==> src/rtl/conv2d_arbiter_if.sv <==
// conv2d_arbiter_if: requester/engine handshake bundle between the requesters, the conv2d engine and the arbiter
interface conv2d_arbiter_if #(
  parameter int NUM_REQ = 4,
  parameter int SEL_W   = 2,
  parameter int CNT_W   = 16
);
  logic [NUM_REQ-1:0] req;
  logic [NUM_REQ-1:0] gnt;
  logic [NUM_REQ-1:0] req_done;
  logic [NUM_REQ-1:0] req_err;
  logic [SEL_W-1:0]   eng_sel;
  logic               eng_rst;
  logic               eng_done;
  logic               busy;
  logic [CNT_W-1:0]   last_cycles;
  modport master (
    output req, eng_done,
    input  gnt, eng_sel, eng_rst, req_done, req_err, busy, last_cycles
  );
  modport slave (
    input  req, eng_done,
    output gnt, eng_sel, eng_rst, req_done, req_err, busy, last_cycles
  );
endinterface

==> src/rtl/conv2d_arbiter.sv <==
// conv2d_arbiter: round-robin sharing of one conv2d engine, with engine restart, stale-done blanking and a per-job timeout
module conv2d_arbiter #(
  parameter int NUM_REQ = 4,
  parameter int SEL_W   = 2,
  parameter int TIMEOUT = 1024,
  parameter int CNT_W   = 16
)(
  input logic clk,
  input logic rst,
  conv2d_arbiter_if.slave bus
);
  typedef enum logic [2:0] {IDLE, LAUNCH, BUSY, DONE, ABORT} state_t;
  state_t             state_q, state_d;
  logic [SEL_W-1:0]   ptr_q, ptr_d, sel_q, sel_d, pick, idx;
  logic [NUM_REQ-1:0] gnt_q, gnt_d;
  logic [CNT_W-1:0]   cnt_q, cnt_d, last_q, last_d, cnt_inc;
  always_ff @(posedge clk or negedge rst)
    if (!rst) begin
      state_q <= IDLE;
      ptr_q   <= '0;
      sel_q   <= '0;
      gnt_q   <= '0;
      cnt_q   <= '0;
      last_q  <= '0;
    end else begin
      state_q <= state_d;
      ptr_q   <= ptr_d;
      sel_q   <= sel_d;
      gnt_q   <= gnt_d;
      cnt_q   <= cnt_d;
      last_q  <= last_d;
    end
  // scan downward so the requester closest above ptr overwrites the others
  always_comb begin
    pick = ptr_q;
    idx  = ptr_q;
    for (int i = NUM_REQ - 1; i >= 0; i--) begin
      idx = SEL_W'((int'(ptr_q) + i) % NUM_REQ);
      if (bus.req[idx]) pick = idx;
    end
  end
  assign cnt_inc = (&cnt_q) ? cnt_q : cnt_q + 1'b1;
  always_comb begin
    state_d = state_q;
    ptr_d   = ptr_q;
    sel_d   = sel_q;
    gnt_d   = gnt_q;
    cnt_d   = cnt_q;
    last_d  = last_q;
    case (state_q)
      IDLE: if (|bus.req) begin
        gnt_d   = NUM_REQ'(1) << pick;
        sel_d   = pick;
        state_d = LAUNCH;
      end
      LAUNCH: begin
        cnt_d   = '0;
        state_d = BUSY;
      end
      // cnt_q == 0 marks the first BUSY cycle, where a leftover done is blanked
      BUSY: begin
        cnt_d = cnt_inc;
        if (bus.eng_done && cnt_q != '0) begin
          state_d = DONE;
          last_d  = cnt_inc;
        end else if (cnt_inc >= CNT_W'(TIMEOUT - 1)) begin
          state_d = ABORT;
          last_d  = cnt_inc;
        end
      end
      DONE, ABORT: begin
        ptr_d   = (sel_q == SEL_W'(NUM_REQ - 1)) ? '0 : sel_q + 1'b1;
        gnt_d   = '0;
        state_d = IDLE;
      end
      default: state_d = IDLE;
    endcase
  end
  assign bus.gnt         = gnt_q;
  assign bus.eng_sel     = sel_q;
  assign bus.eng_rst     = state_q == LAUNCH;
  assign bus.busy        = state_q != IDLE;
  assign bus.req_done    = (state_q == DONE) ? gnt_q : '0;
  assign bus.req_err     = (state_q == ABORT) ? gnt_q : '0;
  assign bus.last_cycles = last_q;
endmodule

==> src/flat_wrapper.sv <==
// flat-port wrapper written by rule: the top's interface ports become plain ports
module conv2d_arbiter_flat 
#(
  parameter int NUM_REQ = 4,
  parameter int SEL_W   = 2,
  parameter int TIMEOUT = 1024,
  parameter int CNT_W   = 16
)
  (clk, rst, bus_req, bus_eng_done, bus_gnt, bus_eng_sel, bus_eng_rst, bus_req_done, bus_req_err, bus_busy, bus_last_cycles);
  conv2d_arbiter_if #(.NUM_REQ(NUM_REQ), .SEL_W(SEL_W), .CNT_W(CNT_W)) bus_i ();
  input logic clk;
  input logic rst;
  input wire logic [$bits(bus_i.req)-1:0] bus_req;
  input wire logic [$bits(bus_i.eng_done)-1:0] bus_eng_done;
  output wire logic [$bits(bus_i.gnt)-1:0] bus_gnt;
  output wire logic [$bits(bus_i.eng_sel)-1:0] bus_eng_sel;
  output wire logic [$bits(bus_i.eng_rst)-1:0] bus_eng_rst;
  output wire logic [$bits(bus_i.req_done)-1:0] bus_req_done;
  output wire logic [$bits(bus_i.req_err)-1:0] bus_req_err;
  output wire logic [$bits(bus_i.busy)-1:0] bus_busy;
  output wire logic [$bits(bus_i.last_cycles)-1:0] bus_last_cycles;
  assign bus_i.req = bus_req;
  assign bus_i.eng_done = bus_eng_done;
  assign bus_gnt = bus_i.gnt;
  assign bus_eng_sel = bus_i.eng_sel;
  assign bus_eng_rst = bus_i.eng_rst;
  assign bus_req_done = bus_i.req_done;
  assign bus_req_err = bus_i.req_err;
  assign bus_busy = bus_i.busy;
  assign bus_last_cycles = bus_i.last_cycles;
  conv2d_arbiter #(.NUM_REQ(NUM_REQ), .SEL_W(SEL_W), .TIMEOUT(TIMEOUT), .CNT_W(CNT_W)) u_core (.clk(clk), .rst(rst), .bus(bus_i));
endmodule
==> config.mk <==
export PLATFORM = sky130hd
export DESIGN_NAME = conv2d_arbiter_flat
export DESIGN_NICKNAME = d
export VERILOG_FILES = /design/src/rtl/conv2d_arbiter_if.sv /design/src/rtl/conv2d_arbiter.sv /design/src/flat_wrapper.sv
export SDC_FILE = /design/constraint.sdc
export NUM_CORES = 1
export LEC_CHECK = 0
export CORE_ASPECT_RATIO = 2
export CORE_UTILIZATION = 59
export CTS_CLUSTER_SIZE = 8
export DETAILED_ROUTE_END_ITERATION = 16
export DONT_BUFFER_PORTS = 1
export PLACE_DENSITY = 0.75
export RECOVER_POWER = 25
export SLEW_MARGIN = 5
export SYNTH_ARGS = -nofsm -noshare
export SYNTH_HDL_FRONTEND = slang
export SYNTH_SLANG_ARGS = --single-unit
==> constraint.sdc <==
create_clock -name clk -period 6.76 [get_ports clk]
set_input_delay 1.352 -clock clk [delete_from_list [all_inputs] [get_ports clk]]
set_output_delay 1.352 -clock clk [all_outputs]
set_load 0.01 [all_outputs]
Word level (Yosys, flattened, before mapping)
Cells that the tools add are included.
{"block": "op_classes", "n_addsub": 5, "order_cmp": 5, "n_eq_ne": 7, "n_shift": 1, "n_mux": 25, "n_reduce_logical": 14}
{"op": "$mux W16", "n": 3}
{"op": "$pmux W16 S2", "n": 1}
{"op": "$add A16 B1 Y16 const B", "n": 1}
{"op": "$ge A16 B10 Y1 const B", "n": 1}
{"op": "$reduce_and A16 Y1", "n": 1}
{"op": "$reduce_bool A16 Y1", "n": 1}
{"op": "$lt A2 B3 Y1 const B", "n": 4}
{"op": "$mux W4", "n": 3}
{"op": "$mux W2", "n": 5}
{"op": "$mux W3", "n": 3}
{"op": "$pmux W3 S3", "n": 1}
{"op": "$bmux W1 S2", "n": 4}
{"op": "$pmux W4 S2", "n": 1}
{"op": "$reduce_and A2 Y1", "n": 4}
{"op": "$eq A3 B2 Y1 const B", "n": 2}
{"op": "$reduce_bool A2 Y1", "n": 3}
{"op": "$add A2 B1 Y2 const B", "n": 2}
{"op": "$add A2 B2 Y2 const B", "n": 2}
{"op": "$mux W1", "n": 4}
{"op": "$reduce_or A4 Y1", "n": 1}
{"op": "$shl A1 B2 Y4 const A", "n": 1}
{"op": "$eq A3 B1 Y1 const B", "n": 1}
{"op": "$eq A3 B3 Y1 const B", "n": 1}
{"op": "$logic_not A3 Y1", "n": 1}
{"op": "6 further kinds", "n": 6}
{"block": "word_totals", "register_bits": 43, "elab_cells": 63}

Depth between registers and ports, before layout
Gate-level depths: netlist of the first run.
{"block": "depth", "word_depth": 10, "ltp_mapped": 11}

Worst setup path after synthesis of the first run
Ideal clock, no wire load.
{"block": "synth_path", "kind": "register to register", "start": "register u_core.cnt_q[0]", "end": "register u_core.last_q[13] (netlist: u_core.bus.last_cycles[13])", "setup_time_ps": 125, "arrival_ps": 2542, "required_ps": 6635, "path_slack_ps": 4093, "path_stages_with_launch": 11, "path_buffers": 2, "path_cell_list": "dfrtp_1 -> ha_1 -> nand3_4 -> nor4_1 -> mux2i_1 -> o2111a_1 -> o211ai_2 -> and2_4 -> buf_8 -> buf_12 -> mux2_4"}
{"block": "synth_between", "elab_chain_len": 5, "elab_cells_between_ends": 10, "classes_between": "1 x add/sub; 1 x order compare; 3 x mux; 5 x reduce/logical"}
{"element": "start, declared", "line_no": "conv2d_arbiter.sv:16", "source": "logic [CNT_W-1:0] cnt_q, cnt_d, last_q, last_d, cnt_inc;"}
{"element": "start signal, assigned", "line_no": "conv2d_arbiter.sv:30", "source": "cnt_q <= cnt_d;"}
{"element": "$add A16 B1 Y16 or $reduce_and A16 Y1 (tied branches)", "line_no": "conv2d_arbiter.sv:42", "source": "assign cnt_inc = (&cnt_q) ? cnt_q : cnt_q + 1'b1;"}
{"element": "$mux W16", "line_no": "conv2d_arbiter.sv:42"}
{"element": "$ge A16 B10 Y1", "line_no": "conv2d_arbiter.sv:66", "source": "end else if (cnt_inc >= CNT_W'(TIMEOUT - 1)) begin"}
{"element": "$reduce_bool A2 Y1 (no source line)"}
{"element": "$reduce_and A2 Y1 (no source line)"}
{"element": "end signal, assigned", "line_no": "conv2d_arbiter.sv:31", "source": "last_q <= last_d;"}
{"element": "end, declared", "line_no": "conv2d_arbiter.sv:16"}
Parallel ways exist; a longest one is shown, timed or not. The select of a mux whose other input is x is not followed.
A chain may end at the register's enable or synchronous reset.

Final worst setup path of the first run
{"block": "layout_path", "start": "register u_core.cnt_q[0]", "end": "register u_core.last_q[6] (netlist: u_core.bus.last_cycles[6])"}
The elaborated chain is that of the path after synthesis.

==> results of run 1 <==
==> worst max-delay path by stage <==
| stage | from | endpoint | cells after the start |
|---|---|---|---|
| floorplan | u_core.cnt_q[0] | u_core.bus.last_cycles[13] | 10 |
| global placement | u_core.cnt_q[0] | u_core.bus.last_cycles[2] | 8 |
| detailed placement | u_core.cnt_q[0] | u_core.bus.last_cycles[6] | 8 |
| finish | u_core.cnt_q[0] | u_core.bus.last_cycles[6] | 8 |
| global route | u_core.cnt_q[0] | u_core.bus.last_cycles[5] | 8 |
| CTS | u_core.cnt_q[0] | u_core.bus.last_cycles[6] | 8 |
==> registers in the layout, indices dropped and copies added, names as in the netlist <==
register and cells:
u_core.cnt_q 16, u_core.bus.gnt 4, u_core.state_q 3, u_core.bus.last_cycles 16
u_core.bus.eng_sel 2, u_core.ptr_q 2
==> routing by layer <==
| metal | vias to the layer above | part of all wire [%] | global-route usage (%) |
|---|---|---|---|
| met5 | - | 0 | 0 |
| met1 | 1014 | 36 | 27.4 |
| li1 | 999 | - | - |
| met4 | 0 | 3.2 | 12.5 |
| met2 | 78 | 56 | 50.6 |
| met3 | 16 | 4.1 | 3.76 |
==> stage by stage <==
| step | std cells | setup slack [ns] |
|---|---|---|
| CTS | 331 | 3.84 |
| finish | 331 | 3.85 |
| detailed placement | 323 | 3.87 |
| global placement | 323 | 3.97 |
| floorplan | 288 | 4.09 |
| global route | 331 | 3.67 |
==> synth_stat cells, types with 5 or more instances <==
library cell / instances / area (µm²)
a21oi_1: 11 / 55.1
and2_1: 11 / 68.8
buf_4: 5 / 37.5
clkbuf_1: 7 / 26.3
dfrtp_1: 43 / 1080
inv_1: 11 / 41.3
mux2_2: 7 / 78.8
nand2_1: 31 / 116
nand3_1: 8 / 40.0
nand4_1: 6 / 37.5
nor2_1: 25 / 93.8
nor3_1: 6 / 30.0
nor4_1: 7 / 43.8
o21ai_0: 28 / 140
o22ai_1: 6 / 37.5
o31ai_1: 5 / 37.5
xnor2_1: 6 / 52.6
xor2_1: 6 / 52.6
==> worst max-delay path: cells and delay by family (launching register included) <==
kind | cells | cell delay (ns)
muxes | 1 | 0.37
DFF | 1 | 0.51
adders and majority gates | 1 | 0.38
AOI/OAI and AO/OA | 2 | 0.37
and+or+nand+nor | 4 | 1.18
==> cells in the final DEF, fill, tap and decap left out, types with 3 or more instances in the layout <==
cell / count
mux2i_1: 3
and2_1: 11
dfrtp_1: 43
mux2_2: 7
o31ai_1: 5
xor2_1: 6
nand3_1: 8
nor3_1: 6
nor2_1: 25
nor4_1: 7
nor3b_1: 4
mux2_4: 3
xnor2_1: 6
o22ai_1: 6
inv_1: 11
a21oi_1: 11
and3_1: 3
ha_1: 3
o21ai_0: 28
clkbuf_8: 7
nand2_1: 31
nand4_1: 6
==> cell families (layout without fill, tap and decap cells) <==
| group | Yosys count | after routing | synth area share [%] |
|---|---|---|---|
| AOI/OAI and AO/OA | 66 | 66 | 16.0 |
| xor gates and xnor gates | 12 | 12 | 3.92 |
| adders and majority gates | 3 | 3 | 1.40 |
| buffers and inverters | 30 | 19 | 6.39 |
| DFF | 43 | 43 | 40.1 |
| muxes | 13 | 13 | 5.73 |
| and+or+nand+nor | 121 | 121 | 26.5 |
==> power by group through the flow <==
stage          Combinational, mW  Sequential (mW)  Clock (mW)
2_1_floorplan              0.252            0.388           0
3_3_place_gp               0.290            0.408           0
3_5_place_dp               0.293            0.410           0
4_1_cts                    0.295            0.405       0.182
5_1_grt                    0.325            0.414       0.188
6_report                   0.290            0.404       0.175
==> cell type report <==
class / count / share of cell area, %
Inverter: 11 / 1.52
Tap cell: 54 / 2.48
Multi-Input combinational cell: 215 / 52.8
Clock buffer: 8 / 3.68
Sequential cell: 43 / 39.5
==> metrics.txt, run 1 <==
max incr delay on CP=0.51 ns; Crit-path slowest cell=dfrtp_1; Setup Skew=0.00655 ns; depth of the worst hold-timing path=2; Ys Warns=0; Vias/cell=6.37; Syn Nets=298; cts bufs inserted=5; final-report setup violation count=0; Worst setup EP type=flop; Initial Utilization=61.9%; synth unique cells=55; CP arrival=3.09 ns; cts hold-fix bufs=0; crit path max fanout=16; Worst R2R Start=u_core.cnt_q[0]; CP Cell Sequence=ha_1, nand3_4, or3_4, nor2_4, o211ai_2, o211ai_2, and2_4, mux2_2; Data required, critical path=6.94 ns; crit-path most repeated cell=o211ai_2; Hold Path End=u_core.bus.last_cycles[12]; maxcap violations=0; HP Class=reg2reg; vias in the first global route=2,016; Mean Syn Cell Area=9.32 µm²; power share of the combinational group=33.4%; fmax=0.343 GHz; Post-DRT Antenna Nets=0; Reg clk slew, reported paths=0.08 ns; die width=49.7 µm; core region area=4340 µm²; switching power=0.347 mW; Clk pwr share=20.1%; root buf cell=clkbuf_8; hold path start=u_core.bus.last_cycles[12]; Layout Utilization=62.7%; Worst-Margin Slew=1.18 ns; Seq. cell area=1080 µm²; Final Wtd Congestion=0.966; top_reg_cell synth=dfrtp_1; dpl hpwl=4.33 mm; Leakage=1.18 nW; grt total ovfl=0; share of power burned in registers=46.5%; Layout Area Growth over Synthesis=1.40%; RSZ-0062 raised after global routing=false; clock sinks=43; Detailed Route WL=5.93 mm; largest net degree at the start of global routing=44; Reg2Reg Setup Slack=3.85 ns; WHS=0.582 ns; first-pass GRT wire length=9.90 mm; antenna violations before repair=0; Fin. Hold Viols=0; placed cell area=2620 µm²; routed via count=2,107; # port buffers=0; overall global routing resource usage=26.8%; initial DRC count=48; worst vdd ir=201 µV; num rows=34; Post-CTS Resized=0; CTS tree=done; reg-to-reg endpoint=u_core.bus.last_cycles[6]; post-synthesis cell area=2680 µm²; status=finished clean; number of diodes=0; Ports=39; die area=4840 µm²; CP Class=reg2reg; setup bufs post-CTS=0; Critical Path Start Type=flop; relative slew slack=20.9%; Routed wire per std cell=17.9 µm; Int Power=0.522 mW; fin crit period=2.91 ns; Tot Pwr=0.870 mW; die height=97.4 µm; Multi-input gate area=1440 µm²; filler instances=394; register area share after synthesis=40.1%; setup_tns=0 ns; Power Density=320 nW/µm²; htree depth=2; Pre-antenna DRT Iters=6; number of max-slew violations in the final report=0; Finished Cell Area=2720 µm²; R2R cell count=8; Post-synth EDFFs=0; layout cell share with drive strength beyond 1=13.0%; clk_lat worst skew=0.29 ns; drc violations=0; Max Buffers Root-to-Sink=2; #FFs+latches synth=43; Synth Instances=288; Switching Share=40.0%; Final nets=286; Synth async-reset ratio=100%; Final Cycle Share=43.1%
Power figures use the tool's default switching activity.
==> inputs of run 2 (changes only) <==
- CORE_UTILIZATION: 59 -> 57
- clock period: 6.76 -> 2.6 ns (I/O delays scaled with it)
==> metrics.txt, run 2 (synthesis gave the netlist of run 1 again) <==
status=finished, violations left; failing checks=capacitance limit, slew limit; htree depth=2 (unchanged); core region area=4550 µm² (+5.0%); Final Cycle Share=94.6% (+52 points); commonest cells after routing, fill and taps aside=dfrtp_1 (40), nand2_1 (31), o21ai_0 (28), nor2_1 (25), buf_4 (15); initial DRC count=79 (+65%); clk_lat worst skew=0.30 ns (about the same); die height=99.0 µm (+1.7%); Crit-path slowest cell=dfrtp_1; final-report setup violation count=0 (unchanged); antenna violations before repair=0 (unchanged); Placement Setup Slack=0.0778 ns (-3.79 ns); cts bufs inserted=5 (unchanged); Final nets=302 (+5.6%); Pre-antenna DRT Iters=4 (-2); Hold Path End=u_core.state_q[0]; Worst R2R Start=u_core.cnt_q[1]; most common cell after layout, fill and taps aside=dfrtp_1; die area=5000 µm² (+3.4%); Routed wire per std cell=19.0 µm (+6.0%); Worst-Margin Slew=1.91 ns (+0.727 ns); CP bufs+invs=0 (unchanged); die width=50.5 µm (+1.7%); setup_tns=0 ns (unchanged); Layout Area Growth over Synthesis=6.57%; crit path max fanout=10 (-6); GRT met2 Usage=53.8% (+3.2 points); maxcap violations=1 (+1); Final Wtd Congestion=0.856 (-11%); M3 GR Usage=4.32% (+0.57 points); CP Class=reg2reg; RSZ-0062 raised after global routing=false; HP Class=in2reg; Tot Pwr=2.43 mW (+180%); num rows=35 (+2.9%); R2R cell count=8 (unchanged); Critical Path Start Type=flop; root buf cell=clkbuf_8; fin crit period=2.46 ns (-0.452 ns); Leakage=1.26 nW (+7.1%); most used routing layer=met2; Post-DRT Antenna Nets=0 (unchanged); Worst Slack Setup Final=0.140 ns (-3.71 ns); largest net degree at the start of global routing=44 (unchanged); dpl hpwl=4.83 mm (+12%); Detailed Route WL=6.61 mm (+11%); CP top delay family=simple AND/OR/NAND/NOR gates; Ports=39 (unchanged); drc violations=0 (unchanged); first-pass GRT wire length=10.4 mm (+4.6%); Fin. Hold Viols=0 (unchanged); CTS tree=done; Vias/cell=6.32 (-0.69%); CP Cell Sequence=ha_2, nand3_4, nor4_1, mux2i_1, o2111a_1, o211ai_2, and2_4, mux2_4; Max Buffers Root-to-Sink=2 (unchanged); clock sinks=43 (unchanged); WHS=0.458 ns (-0.125 ns); overall global routing resource usage=28.9% (+2.1 points); hold path start=bus_eng_done; max incr delay on CP=0.37 ns (-0.14 ns); routed via count=2,200 (+4.4%); Reg clk slew, reported paths=0.08 ns (about the same); Worst setup EP type=flop; Power Density=849 nW/µm² (+170%); filler instances=400 (+1.5%); depth of the worst hold-timing path=2 (unchanged); fmax=0.407 GHz (+18%); reg-to-reg endpoint=u_core.bus.last_cycles[13]; grt met1 use=30.2% (+2.8 points); vias in the first global route=2,054 (+1.9%); Initial Utilization=58.9% (-2.9 points); layout cell share with drive strength beyond 1=18.4% (+5.4 points); Reg2Reg Setup Slack=0.14 ns (-3.71 ns); relative slew slack=-27.2% (-48 points); # port buffers=0 (unchanged); CP arrival=2.64 ns (-0.45 ns); number of max-slew violations in the final report=44 (+44); Data required, critical path=2.78 ns (-4.16 ns); number of diodes=0 (unchanged); worst vdd ir=664 µV (+230%); Setup Skew=0.00690 ns (+0.000354 ns); grt total ovfl=0 (unchanged)
==> run 2: cell types whose count changed in the layout (fill, tap and decap cells not counted), moves of 2 or more <==
cell,previous run,this run
dfrtp_1,43,40
clkbuf_8,7,5
buf_4,0,15
dfrtp_2,0,3
==> run 2: per-stage QoR <==
step,utilization [%],area [µm²],std cells
finish,62.8,2860,348
global route,62.8,2860,348
CTS,62.7,2860,347
detailed placement,60.0,2730,338
global placement,60.0,2730,338
floorplan,-,2690,288
==> run 2: worst reg2reg max path, delay by kind of cell (launching register included) <==
kind / cells / cell delay, ns
muxes: 2 / 0.64
adders and majority gates: 1 / 0.27
AOI/OAI and AO/OA: 2 / 0.33
DFF: 1 / 0.37
and+or+nand+nor: 3 / 0.73
==> run 2: area by class of cell <==
cell class	count	area, µm²	share of cell area [%]
inverters	11	41.3	1.44
clock buffers	7	76.3	2.67
clock inverters	1	30.0	1.05
repair buffers	16	125	4.37
flip-flops and latches	43	1080	37.8
multi-input cells	215	1440	50.3
well taps	55	68.8	2.41
==> run 2: how the worst max path moves through the flow <==
stage,end,startpoint,cells after the start,slack [ns]
after global placement,u_core.bus.last_cycles[5],u_core.cnt_q[2],7,0.14
after detailed placement,u_core.bus.last_cycles[2],u_core.cnt_q[2],7,0.08
final,u_core.bus.last_cycles[13],u_core.cnt_q[1],8,0.14
after floorplan,u_core.bus.last_cycles[13],u_core.cnt_q[1],10,0.02
after global routing,u_core.bus.last_cycles[9],u_core.cnt_q[5],7,0.04
after CTS,u_core.bus.last_cycles[6],u_core.cnt_q[2],7,0.06
==> run 2: routing by layer <==
metal	vias up	part of all wire [%]
li1	1024	-
met2	87	56
met3	20	4.3
met1	1069	36
met4	0	4.0
met5	-	0
==> run 2: repair_timing <==
| item | 4_1_cts | 5_1_grt |
|---|---|---|
| buffers inserted | 0 | 1 |
| endpoints found under the setup margin | 0 | 16 |
| hold buffers | 1 | 0 |
| gates resized for setup | 0 | 2 |
| endpoints found under the hold margin | 43 | 0 |
==> run 2: power breakdown <==
part	switching (mW)	total (mW)	internal [mW]	leakage [nW]
sequential	0.209	1.04	0.829	0.570
clock	0.221	0.508	0.287	0.0524
combinational	0.532	0.883	0.351	0.641
